==> src/rtl/fb_pkg.sv <==
`default_nettype none
// ============================================================================
// Module      : fb_pkg
// Description : Shared framebuffer geometry, pixel types, fill FSM states and
//               the rectangle clipping helper.
// Revision    : 1.0 - initial release
// ============================================================================
package fb_pkg;

    localparam int FB_WIDTH  = 320;
    localparam int FB_HEIGHT = 240;

    typedef logic [9:0]  fb_coord_t;
    typedef logic [23:0] rgb888_t;

    typedef enum logic [1:0] {
        IDLE = 2'd0,
        FILL = 2'd1,
        DONE = 2'd2
    } fill_state_t;

    // Exclusive end coordinate of a span, clipped to the framebuffer edge.
    // The sum is widened to 11 bits so origin+length never wraps.
    function automatic logic [10:0] clip_end(input fb_coord_t  org,
                                             input fb_coord_t  len,
                                             input logic [10:0] lim);
        logic [10:0] sum;
        sum = {1'b0, org} + {1'b0, len};
        return (sum > lim) ? lim : sum;
    endfunction

endpackage
`default_nettype wire

==> src/rtl/fb_addr_gen.sv <==
`default_nettype none
// ============================================================================
// Module      : fb_addr_gen
// Description : Row-major pixel address walker for a clipped rectangle. Holds
//               the x/y counters and the row base; advances by increment only.
// Revision    : 1.0 - initial release
// ============================================================================
module fb_addr_gen #(
    parameter int FB_WIDTH   = 320,
    parameter int ADDR_WIDTH = 32
) (
    input  logic                  clk,
    input  logic                  n_rst,
    input  logic                  load,
    input  logic                  advance,
    input  logic [9:0]            x0,
    input  logic [9:0]            y0,
    input  logic [10:0]           x_end,
    input  logic [10:0]           y_end,
    output logic [ADDR_WIDTH-1:0] wr_addr,
    output logic                  last
);
    import fb_pkg::*;

    localparam logic [ADDR_WIDTH-1:0] c_row_step = ADDR_WIDTH'(FB_WIDTH);

    logic [10:0]           r_x;
    logic [10:0]           r_y;
    fb_coord_t             r_x0;
    logic [10:0]           r_x_end;
    logic [10:0]           r_y_end;
    logic [ADDR_WIDTH-1:0] r_row_base;
    logic [ADDR_WIDTH-1:0] r_addr;

    logic                  w_row_end;
    logic [ADDR_WIDTH-1:0] w_load_base;
    logic [ADDR_WIDTH-1:0] w_next_base;

    // Constant multiply happens only once per command, at load time.
    assign w_load_base = ADDR_WIDTH'(y0) * c_row_step;
    assign w_next_base = r_row_base + c_row_step;
    assign w_row_end   = ((r_x + 11'd1) == r_x_end);
    assign last        = w_row_end && ((r_y + 11'd1) == r_y_end);
    assign wr_addr     = r_addr;

    // Counter walk: step right within a row, wrap to x0 on the next row.
    always_ff @(posedge clk) begin
        if (n_rst) begin
            r_x        <= '0;
            r_y        <= '0;
            r_x0       <= '0;
            r_x_end    <= '0;
            r_y_end    <= '0;
            r_row_base <= '0;
            r_addr     <= '0;
        end else if (load) begin
            r_x        <= {1'b0, x0};
            r_y        <= {1'b0, y0};
            r_x0       <= x0;
            r_x_end    <= x_end;
            r_y_end    <= y_end;
            r_row_base <= w_load_base;
            r_addr     <= w_load_base + ADDR_WIDTH'(x0);
        end else if (advance) begin
            if (w_row_end) begin
                r_x        <= {1'b0, r_x0};
                r_y        <= r_y + 11'd1;
                r_row_base <= w_next_base;
                r_addr     <= w_next_base + ADDR_WIDTH'(r_x0);
            end else begin
                r_x    <= r_x + 11'd1;
                r_addr <= r_addr + 1'b1;
            end
        end
    end

endmodule
`default_nettype wire

==> src/rtl/fb_rect_fill.sv <==
`default_nettype none
// ============================================================================
// Module      : fb_rect_fill
// Description : Rectangle fill engine. Latches a clipped rectangle command and
//               streams one framebuffer word write per pixel over valid/ready.
// Revision    : 1.0 - initial release
// ============================================================================
module fb_rect_fill #(
    parameter int FB_WIDTH   = fb_pkg::FB_WIDTH,
    parameter int FB_HEIGHT  = fb_pkg::FB_HEIGHT,
    parameter int ADDR_WIDTH = 32,
    parameter int DATA_WIDTH = 32
) (
    input  logic                  clk,
    input  logic                  n_rst,
    input  logic                  start,
    input  logic [9:0]            x0,
    input  logic [9:0]            y0,
    input  logic [9:0]            width,
    input  logic [9:0]            height,
    input  logic [23:0]           color,
    output logic                  busy,
    output logic                  done,
    output logic                  err,
    output logic                  wr_valid,
    input  logic                  wr_ready,
    output logic [ADDR_WIDTH-1:0] wr_addr,
    output logic [DATA_WIDTH-1:0] wr_data
);
    import fb_pkg::*;

    localparam logic [10:0] c_fb_width_11  = 11'(FB_WIDTH);
    localparam logic [10:0] c_fb_height_11 = 11'(FB_HEIGHT);

    fill_state_t           r_state;
    fill_state_t           w_state_nxt;
    logic                  r_busy;
    logic                  r_done;
    logic                  r_err;
    logic                  r_wr_valid;
    logic [DATA_WIDTH-1:0] r_wr_data;

    logic                  w_busy_nxt;
    logic                  w_done_nxt;
    logic                  w_err_nxt;
    logic                  w_valid_nxt;
    logic [DATA_WIDTH-1:0] w_data_nxt;
    logic                  w_load;
    logic                  w_advance;

    rgb888_t               w_color;
    logic [10:0]           w_x_end;
    logic [10:0]           w_y_end;
    logic                  w_invalid;
    logic                  w_empty;
    logic                  w_last;

    assign w_color   = color;
    assign w_x_end   = clip_end(x0, width, c_fb_width_11);
    assign w_y_end   = clip_end(y0, height, c_fb_height_11);
    assign w_invalid = ({1'b0, x0} >= c_fb_width_11) || ({1'b0, y0} >= c_fb_height_11);
    assign w_empty   = (width == '0) || (height == '0);

    fb_addr_gen #(
        .FB_WIDTH   (FB_WIDTH),
        .ADDR_WIDTH (ADDR_WIDTH)
    ) u_addr_gen (
        .clk     (clk),
        .n_rst   (n_rst),
        .load    (w_load),
        .advance (w_advance),
        .x0      (x0),
        .y0      (y0),
        .x_end   (w_x_end),
        .y_end   (w_y_end),
        .wr_addr (wr_addr),
        .last    (w_last)
    );

    // Next-state and next-output decode; all outputs are registered below.
    always_comb begin
        w_state_nxt = r_state;
        w_busy_nxt  = r_busy;
        w_done_nxt  = 1'b0;
        w_err_nxt   = 1'b0;
        w_valid_nxt = r_wr_valid;
        w_data_nxt  = r_wr_data;
        w_load      = 1'b0;
        w_advance   = 1'b0;
        case (r_state)
            IDLE: begin
                if (start) begin
                    w_busy_nxt = 1'b1;
                    if (w_invalid || w_empty) begin
                        w_state_nxt = DONE;
                        w_done_nxt  = 1'b1;
                        w_err_nxt   = w_invalid;
                    end else begin
                        w_state_nxt = FILL;
                        w_valid_nxt = 1'b1;
                        w_data_nxt  = DATA_WIDTH'(w_color);
                        w_load      = 1'b1;
                    end
                end
            end
            FILL: begin
                if (r_wr_valid && wr_ready) begin
                    w_advance = 1'b1;
                    if (w_last) begin
                        w_state_nxt = DONE;
                        w_valid_nxt = 1'b0;
                        w_done_nxt  = 1'b1;
                    end
                end
            end
            DONE: begin
                w_state_nxt = IDLE;
                w_busy_nxt  = 1'b0;
            end
            default: begin
                w_state_nxt = IDLE;
                w_busy_nxt  = 1'b0;
                w_valid_nxt = 1'b0;
            end
        endcase
    end

    // State and output registers; reset abandons any command in flight.
    always_ff @(posedge clk) begin
        if (n_rst) begin
            r_state    <= IDLE;
            r_busy     <= 1'b0;
            r_done     <= 1'b0;
            r_err      <= 1'b0;
            r_wr_valid <= 1'b0;
            r_wr_data  <= '0;
        end else begin
            r_state    <= w_state_nxt;
            r_busy     <= w_busy_nxt;
            r_done     <= w_done_nxt;
            r_err      <= w_err_nxt;
            r_wr_valid <= w_valid_nxt;
            r_wr_data  <= w_data_nxt;
        end
    end

    assign busy     = r_busy;
    assign done     = r_done;
    assign err      = r_err;
    assign wr_valid = r_wr_valid;
    assign wr_data  = r_wr_data;

endmodule
`default_nettype wire

==> config.mk <==
export PLATFORM = sky130hd
export DESIGN_NAME = fb_rect_fill
export DESIGN_NICKNAME = d
export VERILOG_FILES = /design/src/rtl/fb_pkg.sv /design/src/rtl/fb_addr_gen.sv /design/src/rtl/fb_rect_fill.sv
export SDC_FILE = /design/constraint.sdc
export NUM_CORES = 1
export LEC_CHECK = 0
export ABC_AREA = 1
export BUFFER_PORTS_ARGS = -buffer_cell sky130_fd_sc_hd__buf_4
export CORE_MARGIN = 2
export CORE_UTILIZATION = 40
export CTS_BUF_LIST = sky130_fd_sc_hd__clkbuf_8 sky130_fd_sc_hd__clkbuf_16
export DETAILED_ROUTE_END_ITERATION = 12
export PLACE_DENSITY = 0.6
export SLEW_MARGIN = 5
export SYNTH_ARGS = -nofsm -noshare
export SYNTH_HDL_FRONTEND = slang
export SYNTH_SLANG_ARGS = --single-unit
==> constraint.sdc <==
create_clock -name clk -period 6.1 [get_ports clk]
set_input_delay 0.61 -clock clk [delete_from_list [all_inputs] [get_ports clk]]
set_output_delay 0.61 -clock clk [all_outputs]
set_load 0.01 [all_outputs]
==> results by stage, run 1 <==
Floorplanning:
- The floorplan die width is around 160 µm.
- Pin placement for this block handled around 140 I/O pins.
- The die covers between 0.02 and 0.03 mm².
- The cell row count is 58.
- The placeable core region is around 0.025 mm².
- The die extent in y is 164 µm.
- The initial utilization of the core area, before any placement, comes to 0.408.

Placement:
- The congestion estimate from routability-driven global placement came to 0.891.
- In this run the cell area measured after placement is roughly 0.011 mm².
- Detailed placement finished with a half-perimeter wire length of 23.5 mm.
- Port buffering added between 100 and 150 buffers.
- At the placement stage, the worst setup path has a slack of about 2.2 ns.

Synth:
- The share of synthesized area in the top cell type comes to 0.276.
- The xor/xnor cell area share of the yosys netlist is 0.0595.
- The number of warnings printed during yosys synthesis is 0.
- The portion of the post-synthesis area used by sequential elements is 0.276.
- The average cell area after synthesis is between 6 and 7 µm².
- The total standard cell area after synthesis is around 0.01 mm².
- Of the total synthesized cell area, the portion taken by full adders, half adders and majority gates is 0.0680.
- For this run, asynchronously set or reset flops after synthesis account for 0.
- The synthesized design spends more area on one cell type than any other, namely dfxtp_1.
- The number of flops mapped to enable cells by yosys is 0.
- The commonest cells after synthesis are nand2_1, inv_1, nor2_1.
- Among all cell types in the netlist, the one instantiated most often is nand2_1.
- The fraction of the mapped netlist area in compound gates is 0.163.
- The simple-gate share of the synthesized area is 0.335.
- The combinational family with the most area after synthesis is simple AND/OR/NAND/NOR gates.
- Sorting the synthesized cells by area gives the leading types as dfxtp_1, nand2_1, inv_1.
- The synthesized netlist contains 46 unique library cells.
- The number of standard cells after synthesis is 1611.
- In the synthesized netlist the dominant register cell turns out to be dfxtp_1.
- Synthesis inferred ~140 register bits.
- The portion of synthesized area spent on multiplexers is 0.000971.

Cells and area:
- The area growth from synthesis to layout is 16.9%.
- The number of antenna diodes in the final layout is 0.
- For this run, the post-layout net count is 1833.
- The fraction of final layout cells with drive strength greater than 1 is 0.124.
- With fillers left out, the area of the finished cells amounts to 0.0120 mm².

Pwr:
- The total power divided by cell area is 200 mW/mm².
- The total leakage power is between 0.005 and 0.006 µW.
- IR analysis of the VDD net gives a maximum drop of 0.163 mV.

STA:
- The final number of max-transition violations was 0.
- Of the available clock period, the critical path in the final layout requires 0.576.
- Setup repair after global routing left no endpoint under its margin.
- The transition time at the pin with the least slew margin is ~1.2 ns.
- For the final routed database, the setup TNS stands at 0 ns.
- For the final database, setup skew stands at ~0.010 ns.
- The minimum period implied by the final worst setup slack is between 3 and 4 ns.
- In this run the tightest slew margin relative to its limit is 0.175.
- Static timing analysis puts the maximum clock frequency at around 0.28 GHz.
- Setup violations remaining at the end of the flow were counted as 0.
- The total count of hold-check failures in the final report came to 0.
- Across all setup checks in the final design, the least slack found is between 2 and 3 ns.

Global route:
- The number of global-route vias before repair is between 9k and 10k.
- The initial antenna violation count was 0.
- The largest net degree at the start of global routing is 51.
- The first global-routing pass estimated 50.8 mm of wire.
- The global-route congestion overflow total is 0.
- The aggregate global-route resource usage is 0.237.

Hold path:
- The path class of the tightest hold or removal check is in -> reg.
- The hold path startpoint is color[11].

Flow run:
- Max-cap violations in this run came to 0.

Route:
- In the routed design, unresolved DRC markers number 0.
- Detailed routing inserted a total of ~11k vias.
- After the first detailed-routing iteration, the DRC count stood at 776.
- The remaining antenna violation count after routing is 0.
- The wire length reported by the detailed router is between 30 and 40 mm.
- The routed wirelength normalized by instance count is 15.4 µm.
- The ratio of routed vias to standard cells is 5.18.
- The first-pass iteration count of the detailed router is 6.

Clock network:
- TritonCTS built the clock tree.
- For this design, the sink count on the clock tree is between 100 and 150.
- The post-cts resize count is 0.
- For this design, the CTS-stage hold fixing added 0 buffers.
- The cell sitting at the root of the clock tree is a clkbuf_16.
- Post-CTS timing repair inserted 0 buffers for setup.
- Clock-pin slew was measured on the worst setup and hold paths at approximately 0.07 ns.
- Counting along the longest clock path gives a buffer depth of 2.
- The number of buffers created by CTS is 17.
- The H-tree was split into 4 levels.
- The latest clock arrival within the worst-skew pair is around 0.43 ns.

Setup path:
- The category of the worst setup path launch point is a flop.
- The worst flop-to-flop path startpoint is u_addr_gen.r_x[0].
- The biggest fanout along the worst timing path is 38.
- The arrival time of the worst setup path is 3.82 ns.
- The critical path in this run is classified as reg -> reg.
- The worst path required time is between 6 and 7 ns.
- The critical path capture point type is a flop.
- Tracing the worst setup path back leads to its startpoint at u_addr_gen.r_x[0].

Run status:
- The run finished with clean final reports.
placed cells by master (no fill, tap or decap), types with 48 or more instances in the layout:
| cell type | instances |
|---|---|
| a21oi_1 | 114 |
| buf_4 | 134 |
| dfxtp_1 | 142 |
| ha_1 | 48 |
| inv_1 | 170 |
| nand2_1 | 442 |
| nand3_1 | 108 |
| nor2_1 | 153 |
| o21ai_0 | 116 |
| xor2_1 | 54 |
cell type report:
type,count,area [µm²]
inverter,177,664
fill,2618,13200
tap,330,413
timing repair buffer,134,1010
clock inverter,15,195
clock buffer,17,425
multi-input combinational,1240,6500
sequential,142,2840
critical path, stage by stage, from the launching register on:
cell     delay [ns]
dfxtp_1        0.41
ha_1           0.24
nand3_2        0.16
nor2_2         0.22
nand2_1        0.08
nand2_1        0.09
nand2_1        0.07
nand2_1        0.06
nand2_1        0.07
nor2_1         0.14
nand2_2        0.09
nor2_4         0.76
nand2_2        0.14
nand2_2        0.37
inv_2          0.23
a21oi_1        0.20
nor2_1         0.05
state kept, by name, indices dropped and copies added (netlist names):
register,cells
u_addr_gen.wr_addr,32
u_addr_gen.r_row_base,26
wr_data,24
u_addr_gen.r_x,11
u_addr_gen.r_x_end,11
u_addr_gen.r_y,11
u_addr_gen.r_y_end,11
u_addr_gen.r_x0,10
r_state,2
busy,1
done,1
err,1
wr_valid,1
worst paths after layout:
| check | endpoint | slack [ns] | cells past startpoint |
|---|---|---|---|
| max reg2reg | u_addr_gen.r_y[5] | 2.58 | 16 |
| min | wr_data[11] | 0.39 | 2 |
| max | u_addr_gen.r_y[5] | 2.58 | 16 |
| min reg2reg | u_addr_gen.r_x_end[10] | 0.47 | 2 |
kinds of logic (layout without fill, tap and decap cells):
group,after synthesis,after routing
buffers and inverters,236,343
XOR/XNOR,70,70
adder cells (fa/ha/maj),53,53
flip-flops,142,142
AO/OA/AOI/OAI,301,301
multiplexers,1,1
AND/OR/NAND/NOR,807,807
other,1,8
metrics by stage:
stage	cells	utilization	total power, µW	hold WS [ns]
after floorplan	1618	-	1200	0.422
after global placement	2023	0.452	1320	0.446
after detailed placement	2023	0.452	1320	0.457
after CTS	2055	0.477	2430	0.378
after global routing	2055	0.477	2510	0.376
final	2055	0.477	2410	0.393
routing by layer:
| metal | routed length (µm) | global-route usage | vias up | part of all wire |
|---|---|---|---|---|
| li1 | - | - | 5468 | - |
| met1 | 15000 | 0.328 | 4855 | 0.48 |
| met2 | 14300 | 0.382 | 292 | 0.45 |
| met3 | 1880 | 0.0417 | 30 | 0.059 |
| met4 | 418 | 0.0565 | 0 | 0.013 |
| met5 | 0 | 0 | - | 0 |
power breakdown:
| group | internal [µW] | total, µW | switching [µW] |
|---|---|---|---|
| clock | 627 | 1110 | 483 |
| sequential | 940 | 955 | 15.0 |
| combinational | 133 | 348 | 215 |
| total | 1700 | 2410 | 713 |
Note: power is estimated with default switching activity, not from simulation.
==> run 2: changes to the inputs <==
Clock period 6.1 ns to 3.6 ns, I/O delays scaled along.
==> run 2 against run 1 <==
Non-clock buffer count up 12. Critical path type unchanged. First-iteration DRC count up 6.2%. Global-route usage up 0.27 points. Sequential share of layout area down 0.16 points. Die area unchanged. Power up 66%.
==> results by stage, run 2 (synthesis gave the netlist of run 1 again) <==
Pwr:
- The overall power after layout was 4010 µW (was 2410 µW).
- The peak supply drop is 0.254 mV (was 0.163 mV).
- The total leakage power came to 0.00527 µW (was 0.00522 µW).
- The total power divided by cell area is 331 mW/mm² (was 200 mW/mm²).

STA:
- The worst max-slew margin expressed relative to the limit came to 0.486 (was 0.175).
- Setup repair after global routing missed its margin: no (unchanged).
- The final clock skew is 0.0124 ns (was 0.0105 ns).
- The transition time at the pin with the least slew margin is 0.768 ns (was 1.24 ns).
- The total count of hold-check failures in the final report is 0 (unchanged).
- The final number of max-transition violations is 0 (unchanged).
- The ratio of final minimum period to clock period is 0.813 (was 0.576).
- The minimum period implied by the final worst setup slack came to 2.93 ns (was 3.52 ns).
- The peak clock frequency supported by timing came to 0.342 GHz (was 0.284 GHz).
- The final setup TNS is 0 ns (unchanged).
- The final count of negative-setup-slack endpoints is 0 (unchanged).

Placement:
- The final weighted congestion in routability-driven placement is 0.865 (was 0.891).
- The number of port buffers was 127 (unchanged).
- The half-perimeter wire length after placement is 24.0 mm (was 23.5 mm).

Clock network:
- The number of hold buffers added after CTS came to 0 (unchanged).
- The master cell of the clock root buffer is clkbuf_16 (unchanged).
- The count of buffers added by post-CTS timing repair for setup is 0 (unchanged).
- The post-cts resize count is 0 (unchanged).
- The clock-pin slew reported for the worst setup and hold paths after clock tree synthesis came to 0.08 ns (was 0.07 ns).
- The worst-case clock buffer depth is 2 (unchanged).
- The clock tree from TritonCTS is built (unchanged).
- The number of buffers created by CTS is 17 (unchanged).
- The CTS H-tree depth is 4 (unchanged).
- The CTS sink count is 142 (unchanged).
- The latest clock arrival within the worst-skew pair was 0.44 ns (was 0.43 ns).

Flow run:
- The number of max-cap violations is 0 (unchanged).

Run status:
- Run status: finished, final reports clean (unchanged).

Floorplanning:
- The overall die area is 0.0271 mm² (unchanged).
- The cell row count was 58 (unchanged).
- The number of top-level pins came to 136 (unchanged).
- The die extent in y was 164 µm (unchanged).
- The placeable core region was 0.0253 mm² (unchanged).
- The floorplan die width is 164 µm (unchanged).
- The starting density of the core came to 0.408 (unchanged).

Global route:
- The global-route congestion overflow total came to 0 (unchanged).
- The number of global-route vias before repair was 10.1k (was 9785).
- The largest net degree at the start of global routing is 46 (was 51).
- The aggregate global-route resource usage is 0.239 (was 0.237).
- The global-route wire length before repair is 51.5 mm (was 50.8 mm).
- The initial antenna violation count is 0 (unchanged).

Setup path:
- The category of the worst setup path launch point is a flop (unchanged).
- The worst path required time is 3.89 ns (was 6.40 ns).
- The launching instance or port of the critical path is u_addr_gen.r_row_base[8] (was u_addr_gen.r_x[0]).
- The end of the worst register-to-register path is u_addr_gen.wr_addr[26] (was u_addr_gen.r_y[5]).
- The biggest fanout along the worst timing path came to 9 (was 38).
- The reg2reg setup slack is 0.67 ns (was 2.58 ns).
- The type of the worst setup path is reg -> reg (unchanged).
- The worst flop-to-flop path startpoint is u_addr_gen.r_row_base[8] (was u_addr_gen.r_x[0]).
- The path depth of the worst reg2reg path is 17 (was 16).
- The worst setup path endpoint was u_addr_gen.wr_addr[26] (was u_addr_gen.r_y[5]).
- The critical path capture point type is a flop (unchanged).
- The arrival time of the worst setup path came to 3.22 ns (was 3.82 ns).

Cells and area:
- The flip-flop count of the largest register, all copies and words added is 32 (unchanged).
- The number of nets in the layout is 1845 (was 1833).
- Highest-count cells in the layout ignoring fill and taps: nand2_1, inv_1, nor2_1, buf_4, dfxtp_1 (was nand2_1, inv_1, nor2_1, dfxtp_1, buf_4).
- The fraction of final layout cells with drive strength greater than 1 is 0.130 (was 0.124).
- The most frequent standard cell in the layout excluding fill and tap cells is nand2_1 (unchanged).
- The area growth from synthesis to layout is 17.7% (was 16.9%).
- The antenna cell count is 0 (unchanged).

Hold path:
- The type of the tightest min-delay check is in -> reg (unchanged).
- The worst hold path depth is 2 (unchanged).

Route:
- The wire length reported by the detailed router is 31.9 mm (was 31.6 mm).
- The ratio of routed vias to standard cells came to 5.18 (about the same).
- The detailed-route DRC error count is 0 (unchanged).
- The first-pass iteration count of the detailed router is 5 (was 6).
- The number of DRC violations after detailed-routing iteration 0 came to 824 (was 776).
- The routed wirelength normalized by instance count came to 15.4 µm (about the same).
- The total vias in the final route came to 10.7k (was 10.6k).
- The remaining antenna violation count after routing is 0 (unchanged).
-- run 2: routing by layer --
layer / GRT usage / up-vias / share of wire
met5: 0 / - / 0
met4: 0.0656 / 0 / 0.019
met3: 0.0455 / 49 / 0.056
met2: 0.395 / 286 / 0.45
met1: 0.320 / 4872 / 0.47
li1: - / 5493 / -
-- run 2: layout make-up --
type                    count  area [µm²]
inverters                 177         664
multi-input cells        1240        6500
well taps                 330         413
flip-flops and latches    142        2840
fillers                  2624       13100
clock inverters            15         161
clock buffers              17         425
repair buffers            146        1120
-- run 2: metrics by stage --
stage,setup WS (ns),cells,area [µm²],utilization,hold WS (ns)
after floorplan,1.01,1618,10300,-,0.422
after global placement,0.671,2035,11500,0.457,0.439
after detailed placement,0.626,2035,11500,0.457,0.444
after CTS,0.700,2067,12100,0.480,0.118
after global routing,0.292,2067,12100,0.480,0.112
final,0.674,2067,12100,0.480,0.132
-- run 2: power breakdown --
group	leakage [µW]	internal (µW)	total [µW]	switching, µW
clock	0.000284	935	1800	867
combinational	0.00384	231	592	361
sequential	0.00115	1590	1620	26.1
-- run 2: worst min-delay path by stage --
stage | endpoint | start | slack, ns
after CTS | wr_data[20] | color[20] | 0.12
after global placement | u_addr_gen.r_y_end[9] | u_addr_gen.r_y_end[9] | 0.44
after global routing | wr_data[20] | color[20] | 0.11
after detailed placement | u_addr_gen.r_y_end[10] | u_addr_gen.r_y_end[10] | 0.44
final | wr_data[14] | color[14] | 0.13
after floorplan | u_addr_gen.r_y_end[9] | u_addr_gen.r_y_end[9] | 0.42
-- run 2: critical path, stage by stage, from the launching register on --
cell and delay, ns:
dfxtp_1 0.32, inv_1 0.09, nand2_1 0.24, xor2_1 0.24, ha_1 0.34, inv_1 0.06
o21ai_0 0.22, nor2_1 0.09, nor2_1 0.15, nand3_1 0.13, nor2_1 0.20, nand2_1 0.14
nor2_2 0.16, nand2_1 0.08, nand2_1 0.06, nand2_1 0.04, o21ai_1 0.14, a21oi_1 0.08
==> run 3: changes to the inputs <==
Settings changed: ABC_AREA 1 to 0, PLACE_DENSITY 0.6 to 0.62.
Clock period 3.6 ns to 2.6 ns, I/O delays scaled along.
==> run 3 against run 2 <==
The run now ends with setup timing left. First-iteration DRC count fell by 1.5%. Synthesized cell count fell by 19%. Maximum frequency rose by 12%. Clock power rose by 47%. Critical path type unchanged.
==> results by stage, run 3 <==
Route:
- The detailed-route DRC error count is 0 (unchanged).
- The ratio of routed vias to standard cells is 5.56 (was 5.18).
- The first-pass iteration count of the detailed router came to 5 (unchanged).
- The routed wirelength normalized by instance count is 17.4 µm (was 15.4 µm).
- The total vias in the final route came to 10.7k (about the same).
- The number of DRC violations after detailed-routing iteration 0 is 812 (was 824).
- The remaining antenna violation count after routing was 0 (unchanged).
- The wire length reported by the detailed router is 33.6 mm (was 31.9 mm).

Cells and area:
- The most frequent standard cell in the layout excluding fill and tap cells is buf_4 (was nand2_1).
- The number of nets in the layout is 1706 (was 1845).
- Highest-count cells in the layout ignoring fill and taps: buf_4, nand2_1, dfxtp_1, a21oi_1, nor2_1 (was nand2_1, inv_1, nor2_1, buf_4, dfxtp_1).
- The final instance area is 0.0142 mm² (was 0.0121 mm²).
- The fraction of final layout cells with drive strength greater than 1 came to 0.310 (was 0.130).
- The area growth from synthesis to layout came to 38.9% (was 17.7%).
- The antenna cell count is 0 (unchanged).
- The number of cells in the finished layout apart from fillers was 1928 (was 2067).
- The flip-flop count of the largest register, all copies and words added is 32 (unchanged).
- The filler cell count in the final layout is 2365 (was 2624).

Global route:
- The initial antenna violation count is 0 (unchanged).
- The aggregate global-route resource usage came to 0.246 (was 0.239).
- The global-route congestion overflow total is 0 (unchanged).
- The number of global-route vias before repair was 10.2k (was 10.1k).
- The largest net degree at the start of global routing came to 60 (was 46).
- The global-route wire length before repair is 52.6 mm (was 51.5 mm).

Pwr:
- The share of total power in combinational logic was 0.168 (was 0.148).
- The total power divided by cell area is 413 mW/mm² (was 331 mW/mm²).
- The peak supply drop was 0.341 mV (was 0.254 mV).
- The switching power share of the total is 0.271 (was 0.313).
- The internal power is 4270 µW (was 2760 µW).
- The reported net switching power is 1580 µW (was 1250 µW).
- The part of the power in the clock network came to 0.451 (was 0.449).
- The sequential cell fraction of total power is 0.381 (was 0.403).
- The total leakage power came to 0.00562 µW (was 0.00527 µW).

STA:
- The final clock skew is 0.0110 ns (was 0.0124 ns).
- The final-layout worst hold slack came to 0.0700 ns (was 0.132 ns).
- The worst max-slew margin expressed relative to the limit is 0.512 (was 0.486).
- The final number of max-transition violations is 0 (unchanged).
- The total count of hold-check failures in the final report came to 0 (unchanged).
- The minimum period implied by the final worst setup slack is 2.62 ns (was 2.93 ns).
- The ratio of final minimum period to clock period came to 1.01 (was 0.813).
- The final count of negative-setup-slack endpoints came to 1 (was 0).
- The peak clock frequency supported by timing is 0.381 GHz (was 0.342 GHz).
- Setup repair after global routing missed its margin: yes (was no).
- The final setup TNS is -0.0238 ns (was 0 ns).
- The transition time at the pin with the least slew margin is 0.732 ns (was 0.768 ns).
- The final setup slack of the worst path was -0.0238 ns (was 0.674 ns).

Setup path:
- The path depth of the worst reg2reg path is 11 (was 17).
- The path length in cells of the critical path is 11 (was 17).
- The largest stage delay on the critical path came to 0.36 ns (was 0.34 ns).
- The biggest fanout along the worst timing path came to 8 (was 9).
- The category of the worst setup path launch point is a flop (unchanged).
- The worst flop-to-flop path startpoint is u_addr_gen.r_row_base[6] (was u_addr_gen.r_row_base[8]).
- The launching instance or port of the critical path is u_addr_gen.r_row_base[6] (was u_addr_gen.r_row_base[8]).
- Cells traversed along the worst timing path: ha_4 > buf_6 > a211o_1 > a21oi_2 > buf_4 > o311a_1 > o2111ai_4 > nor3_4 > nor2b_4 > xnor2_2 > a31o_2 (was inv_1 > nand2_1 > xor2_1 > ha_1 > inv_1 > o21ai_0 > nor2_1 > nor2_1 > nand3_1 > nor2_1 > nand2_1 > nor2_2 > nand2_1 > nand2_1 > nand2_1 > o21ai_1 > a21oi_1).
- The critical path capture point type is a flop (unchanged).
- The arrival time of the worst setup path is 2.95 ns (was 3.22 ns).
- The worst setup path endpoint is u_addr_gen.wr_addr[30] (was u_addr_gen.wr_addr[26]).
- The count of buffering cells on the critical path with inverters included was 2 (unchanged).
- The worst path required time came to 2.92 ns (was 3.89 ns).
- The family with the most delay on the worst path is compound AO/OA/AOI/OAI gates (was simple AND/OR/NAND/NOR gates).
- The type of the worst setup path is reg -> reg (unchanged).
- The reg2reg setup slack is -0.02 ns (was 0.67 ns).
- The cell with the largest stage delay on the worst path is dfxtp_4 (was ha_1).
- The end of the worst register-to-register path is u_addr_gen.wr_addr[30] (was u_addr_gen.wr_addr[26]).

Synth:
- The most common cell in the netlist is nand2_1 (unchanged).
- The leading area contributor after synthesis is dfxtp_1 (unchanged).
- Ranking of synthesized cells by instance count: nand2_1, dfxtp_1, a21oi_1 (was nand2_1, inv_1, nor2_1).
- The most common flop cell mapped by yosys is dfxtp_1 (unchanged).
- Synth top area cells: dfxtp_1, xnor2_1, nand2_1 (was dfxtp_1, nand2_1, inv_1).
- The average cell area after synthesis was 7.78 µm² (was 6.40 µm²).
- The total standard cell area after synthesis is 0.0102 mm² (was 0.0103 mm²).
- The share of synthesized registers carrying an async set or reset is 0 (unchanged).
- The number of warnings printed during yosys synthesis came to 0 (unchanged).
- The portion of the post-synthesis area used by sequential elements came to 0.279 (was 0.276).
- The number of different library cells in the post-synthesis netlist was 87 (was 46).
- The portion of synthesized cell area occupied by the leading cell type is 0.279 (was 0.276).
- The flip-flop and latch count after synthesis is 142 (unchanged).
- The number of standard cells after synthesis is 1311 (was 1611).
- The number of flops mapped to enable cells by yosys came to 0 (unchanged).

Clock network:
- The latest clock arrival within the worst-skew pair is 0.43 ns (was 0.44 ns).
- The number of hold buffers added after CTS was 0 (unchanged).
- The worst-case clock buffer depth is 2 (unchanged).
- The clock-pin slew reported for the worst setup and hold paths after clock tree synthesis is 0.07 ns (was 0.08 ns).
- The CTS sink count is 142 (unchanged).
- The master cell of the clock root buffer was clkbuf_16 (unchanged).
- The clock tree from TritonCTS is built (unchanged).
- The CTS H-tree depth came to 4 (unchanged).
- The number of buffers created by CTS is 17 (unchanged).

Floorplanning:
- The placeable core region is 0.0251 mm² (was 0.0253 mm²).
- The number of top-level pins is 136 (unchanged).
- The cell row count is 58 (unchanged).
- The overall die area is 0.0268 mm² (was 0.0271 mm²).
- The die extent in y was 164 µm (about the same).
- The starting density of the core is 0.406 (was 0.408).
- The floorplan die width is 164 µm (about the same).

Placement:
- The number of port buffers was 127 (unchanged).
- The placed instance area is 0.0127 mm² (was 0.0115 mm²).
- The half-perimeter wire length after placement came to 24.7 mm (was 24.0 mm).
- The final weighted congestion in routability-driven placement is 0.926 (was 0.865).
- The number of cells after detailed placement came to 1873 (was 2035).

Run status:
- Run status: finished with violations (was finished, final reports clean).
- The checks that failed: setup timing.

Hold path:
- The type of the tightest min-delay check is in -> reg (unchanged).

Flow run:
- The number of max-cap violations is 0 (unchanged).
## run 3: cell count changes in the layout (fill, tap and decap cells not counted), moves of 63 or more
cell,before,now
xnor2_1,16,86
inv_1,170,36
buf_4,144,305
o21ai_0,116,53
nand2_1,442,169
## run 3: routing by layer
metal | share of wire | GRT usage | up-vias
met5 | 0 | 0 | -
met4 | 0.016 | 0.0678 | 0
met3 | 0.063 | 0.0449 | 37
met2 | 0.47 | 0.401 | 350
met1 | 0.45 | 0.332 | 5052
li1 | - | - | 5288
## run 3: metrics by stage
stage / power, µW / setup WS (ns) / util
after floorplan: 2810 / 0.000310 / -
after global placement: 3220 / -0.168 / 0.505
after detailed placement: 3230 / -0.203 / 0.505
after CTS: 5860 / 0.00187 / 0.537
after global routing: 6080 / -0.125 / 0.564
final: 5850 / -0.0238 / 0.564
## run 3: worst min-delay path by stage
stage / startpoint / end / slack (ns) / cells after the start
finish: color[17] / wr_data[17] / 0.07 / 3
global route: color[8] / wr_data[8] / 0.07 / 3
CTS: color[20] / wr_data[20] / 0.06 / 3
detailed placement: wr_data[4] / wr_data[4] / 0.45 / 2
global placement: wr_data[7] / wr_data[7] / 0.44 / 2
floorplan: x0[2] / u_addr_gen.r_x[2] / 0.37 / 2
## run 3: cell type report
cell class,instances,area (µm²),area share
well taps,330,413,0.0292
clock buffers,17,425,0.0300
inverters,35,131,0.00928
repair buffers,334,2740,0.193
flip-flops and latches,142,2860,0.202
clock inverters,15,198,0.0140
multi-input cells,1055,7390,0.522
## run 3: worst register-to-register path: stages (launching register included)
cell and delay [ns]:
dfxtp_4 0.36, ha_4 0.16, buf_6 0.13, a211o_1 0.27
a21oi_2 0.19, buf_4 0.16, o311a_1 0.22, o2111ai_4 0.23
nor3_4 0.30, nor2b_4 0.20, xnor2_2 0.07, a31o_2 0.24
## run 3: timing repair
item	CTS	global route
cloned	0	3
hold endpoints to repair	0	0
setup buffers	4	16
setup endpoints to repair	42	64
pin swaps	13	45
gates resized for setup	29	105
## run 3: kinds of logic after synthesis
kind of cell               synth area share
and+or+nand+nor                       0.255
AOI/OAI and AO/OA                     0.220
DFF                                   0.279
xor gates and xnor gates              0.110
buffers and inverters                0.0541
adders and majority gates            0.0687
muxes                                0.0121
other                              0.000368
## run 3: power groups by stage
stage	sequential [µW]	combinational, µW	clock (µW)
floorplan	2280	536	0
global placement	2280	939	0
detailed placement	2280	953	0
CTS	2230	964	2670
global route	2230	1080	2770
finish	2230	981	2640
